[config.mk]
export PLATFORM = sky130hd
export DESIGN_NAME = uart_rx_core
export DESIGN_NICKNAME = d
export VERILOG_FILES = /design/src/rtl/uart_rx_pkg.sv /design/src/rtl/uart_rx_fifo.sv /design/src/rtl/uart_rx_core.sv
export SDC_FILE = /design/constraint.sdc
export NUM_CORES = 1
export LEC_CHECK = 0
export CORE_MARGIN = 2
export CORE_UTILIZATION = 40
export DETAILED_ROUTE_END_ITERATION = 10
export PLACE_DENSITY = 0.67
export RECOVER_POWER = 100
export REMOVE_ABC_BUFFERS = 1
export SLEW_MARGIN = 20
export SYNTH_ARGS = -nofsm -noshare
export SYNTH_HDL_FRONTEND = slang
export SYNTH_SLANG_ARGS = --single-unit
[constraint.sdc]
create_clock -name clk_i -period 2.77 [get_ports clk_i]
set_input_delay 0.554 -clock clk_i [delete_from_list [all_inputs] [get_ports clk_i]]
set_output_delay 0.554 -clock clk_i [all_outputs]
set_load 0.01 [all_outputs]
[src/rtl/uart_rx_pkg.sv]
// Shared types and register-map constants for the UART 8N1 receiver.
package uart_rx_pkg;

    typedef enum logic [2:0] {
        IDLE,
        START,
        DATA,
        STOP,
        BREAK
    } state_t;

    localparam logic [3:0] ADDR_RXDATA = 4'h0;
    localparam logic [3:0] ADDR_STATUS = 4'h1;
    localparam logic [3:0] ADDR_CLEAR  = 4'h2;

    localparam int STAT_NOT_EMPTY = 0;
    localparam int STAT_FULL      = 1;
    localparam int STAT_OVERRUN   = 2;
    localparam int STAT_FRAME_ERR = 3;
    localparam int STAT_COUNT_LSB = 4;

endpackage

[src/rtl/uart_rx_fifo.sv]
// Small synchronous FIFO with a combinational head; a pop frees room for a same-cycle push.
module uart_rx_fifo #(
    parameter int WIDTH = 8,
    parameter int DEPTH = 4,
    localparam int AW = $clog2(DEPTH),
    localparam int CW = AW + 1
) (
    input  logic             clk,
    input  logic             rst,
    input  logic             push,
    input  logic             pop,
    input  logic [WIDTH-1:0] wdata,
    output logic [WIDTH-1:0] rdata,
    output logic             full,
    output logic             empty,
    output logic [CW-1:0]    count
);

    logic [WIDTH-1:0] mem [DEPTH];
    logic [AW-1:0]    wr_ptr;
    logic [AW-1:0]    rd_ptr;
    logic             do_push;
    logic             do_pop;

    assign empty   = (count == '0);
    assign full    = (count == CW'(DEPTH));
    assign do_pop  = pop && !empty;
    assign do_push = push && (!full || do_pop);
    assign rdata   = mem[rd_ptr];

    always_ff @(posedge clk) begin
        if (do_push) begin
            mem[wr_ptr] <= wdata;
        end
    end

    // DEPTH is a power of two, so the pointers wrap naturally.
    always_ff @(posedge clk) begin
        if (rst) begin
            wr_ptr <= '0;
            rd_ptr <= '0;
            count  <= '0;
        end else begin
            if (do_push) wr_ptr <= wr_ptr + 1'b1;
            if (do_pop)  rd_ptr <= rd_ptr + 1'b1;
            case ({do_push, do_pop})
                2'b10:   count <= count + 1'b1;
                2'b01:   count <= count - 1'b1;
                default: count <= count;
            endcase
        end
    end

endmodule

[src/rtl/uart_rx_core.sv]
// UART 8N1 receiver: 2-FF synchroniser, mid-bit sampling FSM, receive FIFO and
// an Avalon-MM register block with sticky overrun / framing-error flags.
module uart_rx_core
    import uart_rx_pkg::*;
#(
    parameter int CLK_FREQ   = 100_000_000,
    parameter int BAUD_RATE  = 115_200,
    parameter int FIFO_DEPTH = 4
) (
    input  logic       clk_i,
    input  logic       rst_i,
    input  logic [3:0] avms_address_i,
    input  logic       avms_read_i,
    input  logic       avms_write_i,
    input  logic [7:0] avms_writedata_i,
    output logic [7:0] avms_readdata_o,
    input  logic       uart_rxd_i,
    output logic       irq_o
);

    localparam int CLKS_PER_BIT = CLK_FREQ / BAUD_RATE;
    localparam int HALF_BIT     = CLKS_PER_BIT / 2;
    localparam int CNT_W        = $clog2(CLKS_PER_BIT);
    localparam int FCW          = $clog2(FIFO_DEPTH) + 1;
    localparam logic [CNT_W-1:0] BIT_END  = CNT_W'(CLKS_PER_BIT - 1);
    localparam logic [CNT_W-1:0] HALF_END = CNT_W'(HALF_BIT - 1);

    logic [1:0]       sync_q;
    logic             rxd_s;
    state_t           state;
    logic [CNT_W-1:0] cnt;
    logic [2:0]       bit_idx;
    logic [7:0]       shift_q;
    logic             overrun;
    logic             frame_err;

    logic             stop_tick;
    logic             stop_ok;
    logic             stop_bad;
    logic             rx_pop;
    logic             clr_overrun;
    logic             clr_frame_err;
    logic [7:0]       fifo_rdata;
    logic             fifo_full;
    logic             fifo_empty;
    logic [FCW-1:0]   fifo_count;
    logic [7:0]       status;
    logic             unused_wdata;

    assign rxd_s = sync_q[1];

    always_ff @(posedge clk_i) begin
        if (rst_i) sync_q <= 2'b11;
        else       sync_q <= {sync_q[0], uart_rxd_i};
    end

    always_ff @(posedge clk_i) begin
        if (rst_i) begin
            state   <= IDLE;
            cnt     <= '0;
            bit_idx <= '0;
            shift_q <= '0;
        end else begin
            case (state)
                IDLE: begin
                    if (!rxd_s) begin
                        state <= START;
                        cnt   <= '0;
                    end
                end
                START: begin
                    if (cnt == HALF_END) begin
                        cnt     <= '0;
                        bit_idx <= '0;
                        state   <= rxd_s ? IDLE : DATA;
                    end else begin
                        cnt <= cnt + 1'b1;
                    end
                end
                DATA: begin
                    if (cnt == BIT_END) begin
                        cnt     <= '0;
                        shift_q <= {rxd_s, shift_q[7:1]};
                        bit_idx <= bit_idx + 1'b1;
                        if (bit_idx == 3'd7) state <= STOP;
                    end else begin
                        cnt <= cnt + 1'b1;
                    end
                end
                STOP: begin
                    if (cnt == BIT_END) begin
                        cnt   <= '0;
                        state <= rxd_s ? IDLE : BREAK;
                    end else begin
                        cnt <= cnt + 1'b1;
                    end
                end
                BREAK: begin
                    if (rxd_s) state <= IDLE;
                end
                default: state <= IDLE;
            endcase
        end
    end

    assign stop_tick = (state == STOP) && (cnt == BIT_END);
    assign stop_ok   = stop_tick && rxd_s;
    assign stop_bad  = stop_tick && !rxd_s;

    // Bus: read/write are single-cycle strobes with no wait states; readdata is
    // registered, valid the cycle after a read, and held when no read occurs.
    assign rx_pop        = avms_read_i && (avms_address_i == ADDR_RXDATA);
    assign clr_overrun   = avms_write_i && (avms_address_i == ADDR_CLEAR) && avms_writedata_i[STAT_OVERRUN];
    assign clr_frame_err = avms_write_i && (avms_address_i == ADDR_CLEAR) && avms_writedata_i[STAT_FRAME_ERR];
    assign unused_wdata  = ^{avms_writedata_i[7:4], avms_writedata_i[1:0]};

    uart_rx_fifo #(
        .WIDTH (8),
        .DEPTH (FIFO_DEPTH)
    ) u_fifo (
        .clk   (clk_i),
        .rst   (rst_i),
        .push  (stop_ok),
        .pop   (rx_pop),
        .wdata (shift_q),
        .rdata (fifo_rdata),
        .full  (fifo_full),
        .empty (fifo_empty),
        .count (fifo_count)
    );

    // A same-cycle pop makes room, so a full FIFO only overruns without one.
    always_ff @(posedge clk_i) begin
        if (rst_i) begin
            overrun   <= 1'b0;
            frame_err <= 1'b0;
        end else begin
            if (stop_ok && fifo_full && !rx_pop) overrun <= 1'b1;
            else if (clr_overrun)                overrun <= 1'b0;
            if (stop_bad)                        frame_err <= 1'b1;
            else if (clr_frame_err)              frame_err <= 1'b0;
        end
    end

    always_comb begin
        status                 = '0;
        status[STAT_NOT_EMPTY] = !fifo_empty;
        status[STAT_FULL]      = fifo_full;
        status[STAT_OVERRUN]   = overrun;
        status[STAT_FRAME_ERR] = frame_err;
        status[7:STAT_COUNT_LSB] = 4'(fifo_count);
    end

    always_ff @(posedge clk_i) begin
        if (rst_i) begin
            avms_readdata_o <= 8'h00;
        end else if (avms_read_i) begin
            case (avms_address_i)
                ADDR_RXDATA: avms_readdata_o <= fifo_empty ? 8'h00 : fifo_rdata;
                ADDR_STATUS: avms_readdata_o <= status;
                default:     avms_readdata_o <= 8'h00;
            endcase
        end
    end

    assign irq_o = !fifo_empty;

endmodule

; Yosys cells after proc, flatten, opt, wreduce, memory -nomap -nowiden
; Memory sizes are Yosys's and may differ from the RTL's. A register that Yosys moved wholly into a read port is not among the register bits.
; Cells that the tools add are included.
[totals]
n_memories = 1
mem_bits_rw = 32
elab_cells = 92
output_inout_bits = 9
regBits = 43
inputBits = 17
[mem_list]
columns = name, words, word_bits, rd, rd_clocked_by_memory_dff, wr, line
row1 = u_fifo.mem, 4, 8, 1, 1, 1, uart_rx_fifo.sv:19  ; logic [WIDTH-1:0] mem [DEPTH];
[classes]
eq_ne = 18
n_mux = 27
reduce_logical = 29
add_sub_neg = 6
[op_table]
columns = operator, count
row1 = two-way mux 10 bit, 3
row2 = case mux 10 bit (3 select lines), 1
row3 = two-way mux 3 bit, 9
row4 = case mux 8 bit (2 select lines), 1
row5 = case mux 3 bit (5 select lines), 1
row6 = "!= test 2 bit, second input constant", 6
row7 = case mux 3 bit (2 select lines), 2
row8 = logical AND 1 bit, 11
row9 = "adder 10 x 1 -> 10 bit, second input constant", 1
row10 = "== test 10 bit, second input constant", 1
row11 = "== test 10 x 9 -> 1 bit, second input constant", 1
row12 = "== test 3 bit, second input constant", 3
row13 = two-way mux 8 bit, 1
row14 = nonzero test 2 bit, 4
row15 = "adder 3 x 1 -> 3 bit, second input constant", 2
row16 = "== test 3 x 2 -> 1 bit, second input constant", 2
row17 = logical NOT 3 bit, 2
row18 = two-way mux 1 bit, 6
row19 = two-way mux 2 bit, 3
row20 = AND reduction 6 bit, 1
row21 = "adder 2 x 1 -> 2 bit, second input constant", 2
row22 = "== test 4 x 1 -> 1 bit, second input constant", 1
row23 = "== test 4 x 2 -> 1 bit, second input constant", 1
row24 = logical NOT 1 bit, 4
row25 = other kinds (10), 11

; Depth between registers and ports, before layout
; Gate-level depths: netlist (run 1).
[logic_depth]
ltp_word = 7
ltp_mapped = 11
depth_no_buf = 11

; Cells and area by module
; A second synthesis (run 1) with hierarchy kept.
[hier_totals]
hier_cells = 315
area_unflattened_um2 = 3495.9
[by_module_without_submodules]
columns = mod, cells_per_inst, seq_area_each_um2, n_inst, area_per_inst_um2
row1 = uart_rx_core, 219, 720.7, 1, 1850.5
row2 = uart_rx_fifo, 96, 1141.1, 1, 1645.3

; Worst setup path after synthesis (run 1)
; OpenSTA, ideal clock, no wires.
[synth_path]
kind = in2reg
startpoint = input avms_address_i[1]
endpoint = register u_fifo.count[2]
required_ns = 2.700
t_arrival_ns = 2.689
path_buffers = 1
stages = 9
setup_ns = 0.070
setup_slack_ns = 0.010
cell_sequence = or4b_1 > buf_2 > nor3_4 > ha_1 > inv_1 > fa_1 > xor2_1 > or3_1 > a21oi_1
[synth_via]
elab_chain_len = 7
word_cells_on_any_way = 9
classes_between = 2 x eq/ne / 1 x mux / 6 x reduce/logical
[synth_rtl]
columns = element, line
row1 = from (decl), uart_rx_core.sv:12  ; input logic [3:0] avms_address_i,
row2 = logical NOT 4 bit *, uart_rx_core.sv:112  ; assign rx_pop = avms_read_i && (avms_address_i == ADDR_RXDATA);
row3 = logical AND 1 bit *, uart_rx_core.sv:112
row4 = logical AND 1 bit *, uart_rx_fifo.sv:27  ; assign do_pop = pop && !empty;
row5 = named net u_fifo.do_pop, uart_rx_fifo.sv:23  ; logic do_pop;
row6 = logical OR 1 bit, uart_rx_fifo.sv:28  ; assign do_push = push && (!full || do_pop);
row7 = logical AND 1 bit, uart_rx_fifo.sv:28
row8 = == test 2 x 1 -> 1 bit / == test 2 bit (equally long branches), uart_rx_fifo.sv:46  ; case ({do_push, do_pop})
row9 = case mux 3 bit (2 select lines) / nonzero test 2 bit (equally long branches), n/a
row10 = to (signal assigned), uart_rx_fifo.sv:47  ; 2'b10: count <= count + 1'b1;
row11 = to (signal assigned), uart_rx_fifo.sv:48  ; 2'b01: count <= count - 1'b1;
row12 = to (signal assigned), uart_rx_fifo.sv:49  ; default: count <= count;
row13 = to (decl), uart_rx_fifo.sv:16  ; output logic [CW-1:0] count
; Mark *: on every way through the listed nets, which the timed path passes. The rest lies on a longest branch.
; A chain may end at the register's enable or synchronous reset.

; Worst setup path after layout (run 1)
[layout_path]
startpoint = input avms_address_i[1]
endpoint = memory u_fifo.mem[1][6], enable pin
[layout_via]
elab_chain_len = 7
[layout_rtl]
columns = element, line
row1 = logical NOT 4 bit, uart_rx_core.sv:112
row2 = logical AND 1 bit, uart_rx_core.sv:112
row3 = logical AND 1 bit, uart_rx_fifo.sv:27
row4 = logical OR 1 bit, uart_rx_fifo.sv:28
row5 = logical AND 1 bit, uart_rx_fifo.sv:28
row6 = two-way mux 1 bit, uart_rx_fifo.sv:32  ; if (do_push) begin
row7 = two-way mux 1 bit (not written as such), uart_rx_fifo.sv:33  ; mem[wr_ptr] <= wdata;
row8 = to (decl), uart_rx_fifo.sv:19
; Every way passes these cells.

==> results of run 1 <==
## cell usage in the layout (no fill, tap or decap), types with 9 or more instances in the layout
cell / n
sky130_fd_sc_hd__o21ai_0: 9
sky130_fd_sc_hd__dlygate4sd3_1: 9
sky130_fd_sc_hd__clkbuf_8: 9
sky130_fd_sc_hd__inv_1: 22
sky130_fd_sc_hd__a21oi_1: 22
sky130_fd_sc_hd__edfxtp_1: 32
sky130_fd_sc_hd__clkdlybuf4s50_1: 10
sky130_fd_sc_hd__dfxtp_1: 45
sky130_fd_sc_hd__nand2_1: 26
sky130_fd_sc_hd__nand3_1: 9
sky130_fd_sc_hd__nor2_1: 16
## repair_timing
item                                    in CTS  in global routing
hold buffers                                 0                  0
hold endpoints to repair                     0                  0
endpoints found under the setup margin       0                  1
resized for setup                            0                  4
## metal layers
| metal | routed length (um) | share of wire | track usage | vias to the layer above |
|---|---|---|---|---|
| li1 | - | - | - | 1254 |
| met1 | 3490 | 0.48 | 0.223 | 1240 |
| met2 | 3520 | 0.48 | 0.253 | 52 |
| met5 | 0 | 0 | 0 | - |
| met3 | 230 | 0.031 | 0.0344 | 8 |
| met4 | 80 | 0.011 | 0.0545 | 0 |
## state kept, by name, summed over array words and instances (netlist names), named ones only
| register | cells |
|---|---|
| bit_idx | 3 |
| cnt | 10 |
| overrun | 1 |
| u_fifo.mem | 32 |
| avms_readdata_o | 8 |
| state | 3 |
| frame_err | 1 |
| shift_q | 8 |
| u_fifo.wr_ptr | 2 |
| sync_q | 2 |
| u_fifo.rd_ptr | 2 |
| u_fifo.count | 3 |
## cell families after synthesis
| kind of cell | Yosys count | synth area share |
|---|---|---|
| flip-flops | 77 | 0.529 |
| AO/OA/AOI/OAI | 78 | 0.160 |
| multiplexers | 8 | 0.0512 |
| AND/OR/NAND/NOR | 101 | 0.171 |
| adder cells (fa/ha/maj) | 10 | 0.0377 |
| XOR/XNOR | 4 | 0.00996 |
| buffers and inverters | 36 | 0.0416 |
## worst max-delay path by stage
stage / start / end / slack [ns] / cells past startpoint
after CTS: avms_address_i[1] / u_fifo.count[2] / 0.008 / 9
after global routing: avms_read_i / u_fifo.count[2] / 0.02 / 11
after global placement: avms_address_i[1] / u_fifo.count[2] / -0.29 / 9
after floorplan: avms_address_i[1] / u_fifo.count[2] / -0.03 / 8
final: avms_address_i[1] / u_fifo.mem[1][6] / 0.11 / 6
after detailed placement: avms_address_i[1] / u_fifo.count[2] / -0.34 / 9
## power groups by stage
stage / Clock [mW] / Sequential, mW / Combinational, mW
2_1_floorplan: 0 / 1.22 / 0.0287
3_3_place_gp: 0 / 1.22 / 0.0747
3_5_place_dp: 0 / 1.22 / 0.0754
4_1_cts: 0.779 / 1.19 / 0.0761
5_1_grt: 0.830 / 1.19 / 0.0817
6_report: 0.763 / 1.19 / 0.0746
## cell type report
class	instances	area share
Inverter	23	0.0213
Timing Repair Buffer	38	0.0751
Clock inverter	6	0.0114
Tap cell	108	0.0333
Sequential cell	77	0.458
Multi-Input combinational cell	201	0.369
Clock buffer	10	0.0314
==> flow_summary.toml, run 1 <==
[power_and_ir_drop]
clockPowerShare = 0.376
report.power.total_mw = 2.03
combPwrFrac = 0.037
power.share.sequential = 0.587
vdd_ir_drop_max_uv = 244
p_sw_mw = 0.484
switching_share = 0.238
cell_internal_pwr_mw = 1.54
leakage_nw = 1.39
cellPowerDensity_mw_per_mm2 = 499

[setup_path]
crit_path_top_delay_cell = "sky130_fd_sc_hd__or4b_4"
critical_path_peak_fanout = 9
timing.critical_path.from_type = "input port"
regToRegSetupSlack_ns = 0.22
crit-reg2reg-launch = "cnt[3]"
crit_family = "buffers and inverters"
worstSetupPathType = "in2reg"
regToRegEndpoint = "cnt[7]"
critPathArrivalTime_ns = 2.66
worstPathRequired_ns = 2.77
critPathBufInv = 3
crit_path_max_incr_delay_ns = 0.58
path_cells = "clkdlybuf4s50_1, or4b_4, o2111ai_2, clkbuf_1, and3_1, dlymetal6s2s_1"
rr_worst_depth = 5
worst_setup_path_end_kind = "register"

[worst_hold_path]
min_path_cells = 1
hold_path_end = "sync_q[1]"
hold_class = "reg2reg"
hold_start = "sync_q[0]"

[timing]
layout_worst_path_cycle_share = 0.960
count_of_final_max_slew_check_failures = 0
timing.final.setup_violations = 0
fin_crit_ns = 2.66
final.setup.worst_slack_ns = 0.112
final.setup_skew_ns = 0.0139
worst_rel_slew_slack = 0.161
totalNegativeSetupSlack_ns = 0
grt_setup_unrepaired = "false"
final_hold_viol_count = 0
max_freq_ghz = 0.376
hold-worst-slack_ns = 0.417
tightestPinTransition_ns = 1.26

[global_routing]
grt.overflow.total = 0
maximum_number_of_pins_on_one_net_before_global_route_repair = 40
globalRouteTotalUtil = 0.161
antenna_violations_before_repair = 0
first_global_vias = 2511
grt_first_pass_wirelength_mm = 12.4

[floorplan]
die_height_um = 97.8
fp-row-count = 34
pin_count = 26
dieArea_sq_mm = 0.00956
fp.coreArea_sq_mm = 0.00864
initial_core_util = 0.407
die_width_um = 97.8

[finish]
multiInputGateArea_sq_mm = 0.00150
final_cell_area_sq_mm = 0.00406
insertedDiodeCount = 0
seqCellArea_sq_mm = 0.00186
drive_above_1_share = 0.152
finalCoreUtilization = 0.470
number_of_nets_in_the_layout = 377
syn2layout_area_growth_pct = 15.5
final.fill_count = 778
layoutNonFillerInstCount = 463

[yosys]
post_synth_edffs = 32
synthFlopType = "sky130_fd_sc_hd__dfxtp_1"
yosysWarningCount = 0
syn_inst = 314
yosysMostFrequentCell = "sky130_fd_sc_hd__dfxtp_1"
yosysTopAreaCell = "sky130_fd_sc_hd__edfxtp_1"
synth_top_cell_area_share = 0.273
synth.ff_latch_count = 77
netlist-cell-type-count = 60
avgSynthCellArea_sq_um = 11.2
synth_top_cells_by_count = "sky130_fd_sc_hd__dfxtp_1, sky130_fd_sc_hd__edfxtp_1, sky130_fd_sc_hd__nand2_1, sky130_fd_sc_hd__a21oi_1, sky130_fd_sc_hd__inv_1"
postSynth.asyncResetShare = 0
netlist_area_sq_mm = 0.00352
yosys-top-cells-area = "sky130_fd_sc_hd__edfxtp_1, sky130_fd_sc_hd__dfxtp_1, sky130_fd_sc_hd__mux4_2"
share_of_the_yosys_chip_area_belonging_to_registers = 0.529

[clock_network]
cts_htree_levels = 3
cts.root.buffer_cell = "sky130_fd_sc_hd__clkbuf_8"
cts_post_setup_buffers_inserted = 0
tritoncts_clock_tree = "done"
path_clk_slew_ns = 0.08
tritoncts.num_buffers = 9
clock_latency_ns = 0.35
cts-root-to-sink-buffers = 2
cts_sinks = 77

[routing]
via_per_inst = 5.52
detailroute.via_count = 2554
drtAntennaViolNets = 0
finalWirelength_mm = 7.32
drc = 0
wl_per_cell_um = 15.8
drt-initial-drc-count = 243
first_pass_iters = 4

[place]
gp_congestion = 0.810
numPortBuffers = 19
preCtsSetupSlack_ns = -0.338
placed_area_sq_mm = 0.00398
placedCellCount = 447
dp_hpwl_mm = 5.15

[job]
max_cap_viol_count = 0

[status]
status = "finished, final reports clean"
No activity file was read; power rests on OpenSTA's default activity.
==> inputs of run 2 (changes only) <==
- CORE_UTILIZATION: 40 -> 35
- PLACE_DENSITY: 0.67 -> 0.61
==> flow_summary.toml, run 2 (synthesis results as in run 1) <==
[status]
status = "finished, final reports clean"

[routing]
detail_route.wirelength.met1_mm = 3.39
first_pass_iters = 4
met3WireLength_um = 314
finalWirelength_mm = 7.23
detailroute.via_count = 2555
wl_per_cell_um = 14.8
route.top_layer_used = "met4"
drt-initial-drc-count = 236
via_per_inst = 5.24
met2WireLength_mm = 3.43
drc = 0
drtAntennaViolNets = 0

[setup_path]
worstPathRequired_ns = 3.05
crit_path_top_delay_cell = "sky130_fd_sc_hd__or4b_4"
critical_path_peak_fanout = 4
worstSetupPathType = "in2reg"
crit_path_max_incr_delay_ns = 0.57
critPathArrivalTime_ns = 3.01
path_cells = "clkdlybuf4s50_1, or4b_4, nor3_4, ha_1, inv_1, fa_1, xor2_1, or3_1, a21oi_1"
worst_setup_path_end_kind = "register"
timing.critical_path.from_type = "input port"

[finish]
biggestRegsByFlops = "u_fifo.mem: 32 flops, cnt: 10 flops"
finalCoreUtilization = 0.424
syn2layout_area_growth_pct = 17.9
insertedDiodeCount = 0
drive_above_1_share = 0.155
layoutNonFillerInstCount = 488
number_of_nets_in_the_layout = 377
largest_register_ffs = 32
final_cell_mix = "sky130_fd_sc_hd__dfxtp_1, sky130_fd_sc_hd__edfxtp_1, sky130_fd_sc_hd__nand2_1"
registers.top_by_ff_count = "u_fifo.mem"
final_common_cell = "sky130_fd_sc_hd__dfxtp_1"

[floorplan]
initial_core_util = 0.360
pin_count = 26
dieArea_sq_mm = 0.0109
die_width_um = 104
fp-row-count = 36
fp.coreArea_sq_mm = 0.00977
die_height_um = 104

[timing]
grt_setup_unrepaired = "false"
count_of_final_max_slew_check_failures = 0
final.setup.worst_slack_ns = 0.0371
final.setup_skew_ns = 0.0189
worst_rel_slew_slack = 0.434
timing.final.setup_violations = 0
fin_crit_ns = 2.73
hold-worst-slack_ns = 0.415
tightestPinTransition_ns = 0.843
max_freq_ghz = 0.366
totalNegativeSetupSlack_ns = 0
layout_worst_path_cycle_share = 0.987
final_hold_viol_count = 0

[clock_network]
path_clk_slew_ns = 0.09
clock_latency_ns = 0.37
cts.root.buffer_cell = "sky130_fd_sc_hd__clkbuf_8"
tritoncts_clock_tree = "done"
cts-root-to-sink-buffers = 2
cts_htree_levels = 3
tritoncts.num_buffers = 9
cts_sinks = 77

[global_routing]
grt_first_pass_wirelength_mm = 12.2
maximum_number_of_pins_on_one_net_before_global_route_repair = 32
globalRouteTotalUtil = 0.142
first_global_vias = 2434
grt.overflow.total = 0
antenna_violations_before_repair = 0

[place]
gp_congestion = 0.839
numPortBuffers = 19
preCtsSetupSlack_ns = -0.371
dp_hpwl_mm = 5.07
placedCellCount = 472

[worst_hold_path]
hold_class = "reg2reg"

[job]
max_cap_viol_count = 0

[power_and_ir_drop]
leakage_nw = 1.44
vdd_ir_drop_max_uv = 222
cellPowerDensity_mw_per_mm2 = 510
run 2: changes by cell type in the layout (fill, tap and decap cells not counted), sizes merged:
cell | previous run | this run
inv | 25 | 27
dlymetal6s2s | 1 | 2
clkbuf | 20 | 14
buf | 8 | 12
clkinv | 3 | 2
run 2: critical path: cells and delay by family:
family | cells | cell delay, ns
XOR/XNOR | 1 | 0.16
buffers and inverters | 2 | 0.49
adder cells (fa/ha/maj) | 2 | 0.57
AO/OA/AOI/OAI | 1 | 0.18
AND/OR/NAND/NOR | 3 | 1.06
run 2: cell type report:
cell class / count / area (sq um)
Clock buffer: 9 / 124
Clock inverter: 7 / 75.1
Fill cell: 942 / 5630
Inverter: 23 / 86.3
Multi-Input combinational cell: 201 / 1500
Sequential cell: 77 / 1860
Tap cell: 133 / 166
Timing Repair Buffer: 38 / 338
run 2: timing repair:
action                     in CTS  in global routing
hold buffers                    0                  0
setup buffers                   0                  0
gates resized for setup         1                  0
setup endpoints to repair       1                  0
run 2: per-layer routing:
layer,vias to the layer above,global-route usage
li1,1259,-
met3,11,0.0414
met2,63,0.225
met5,-,0
met4,0,0.0512
met1,1222,0.185
run 2: per-stage QoR:
stage	cell area [sq um]	total power [mW]
final	4150	2.12
after global routing	4150	2.20
after CTS	4210	2.14
after detailed placement	4010	1.29
after global placement	4010	1.29
after floorplan	3460	1.24
run 2: where the power goes:
group	internal, mW	switching [mW]	leakage, nW
logic	0.0291	0.0387	0.677
registers	1.18	0.0152	0.660
clock network	0.358	0.496	0.0990
run 2: worst paths after layout:
path                      from               to  slack [ns]  depth (start not counted)
max          avms_address_i[3]  u_fifo.count[2]        0.04                          9
min                  sync_q[0]        sync_q[1]        0.42                          1
max reg2reg             cnt[0]  u_fifo.count[2]        0.22                         11
min reg2reg          sync_q[0]        sync_q[1]        0.42                          1
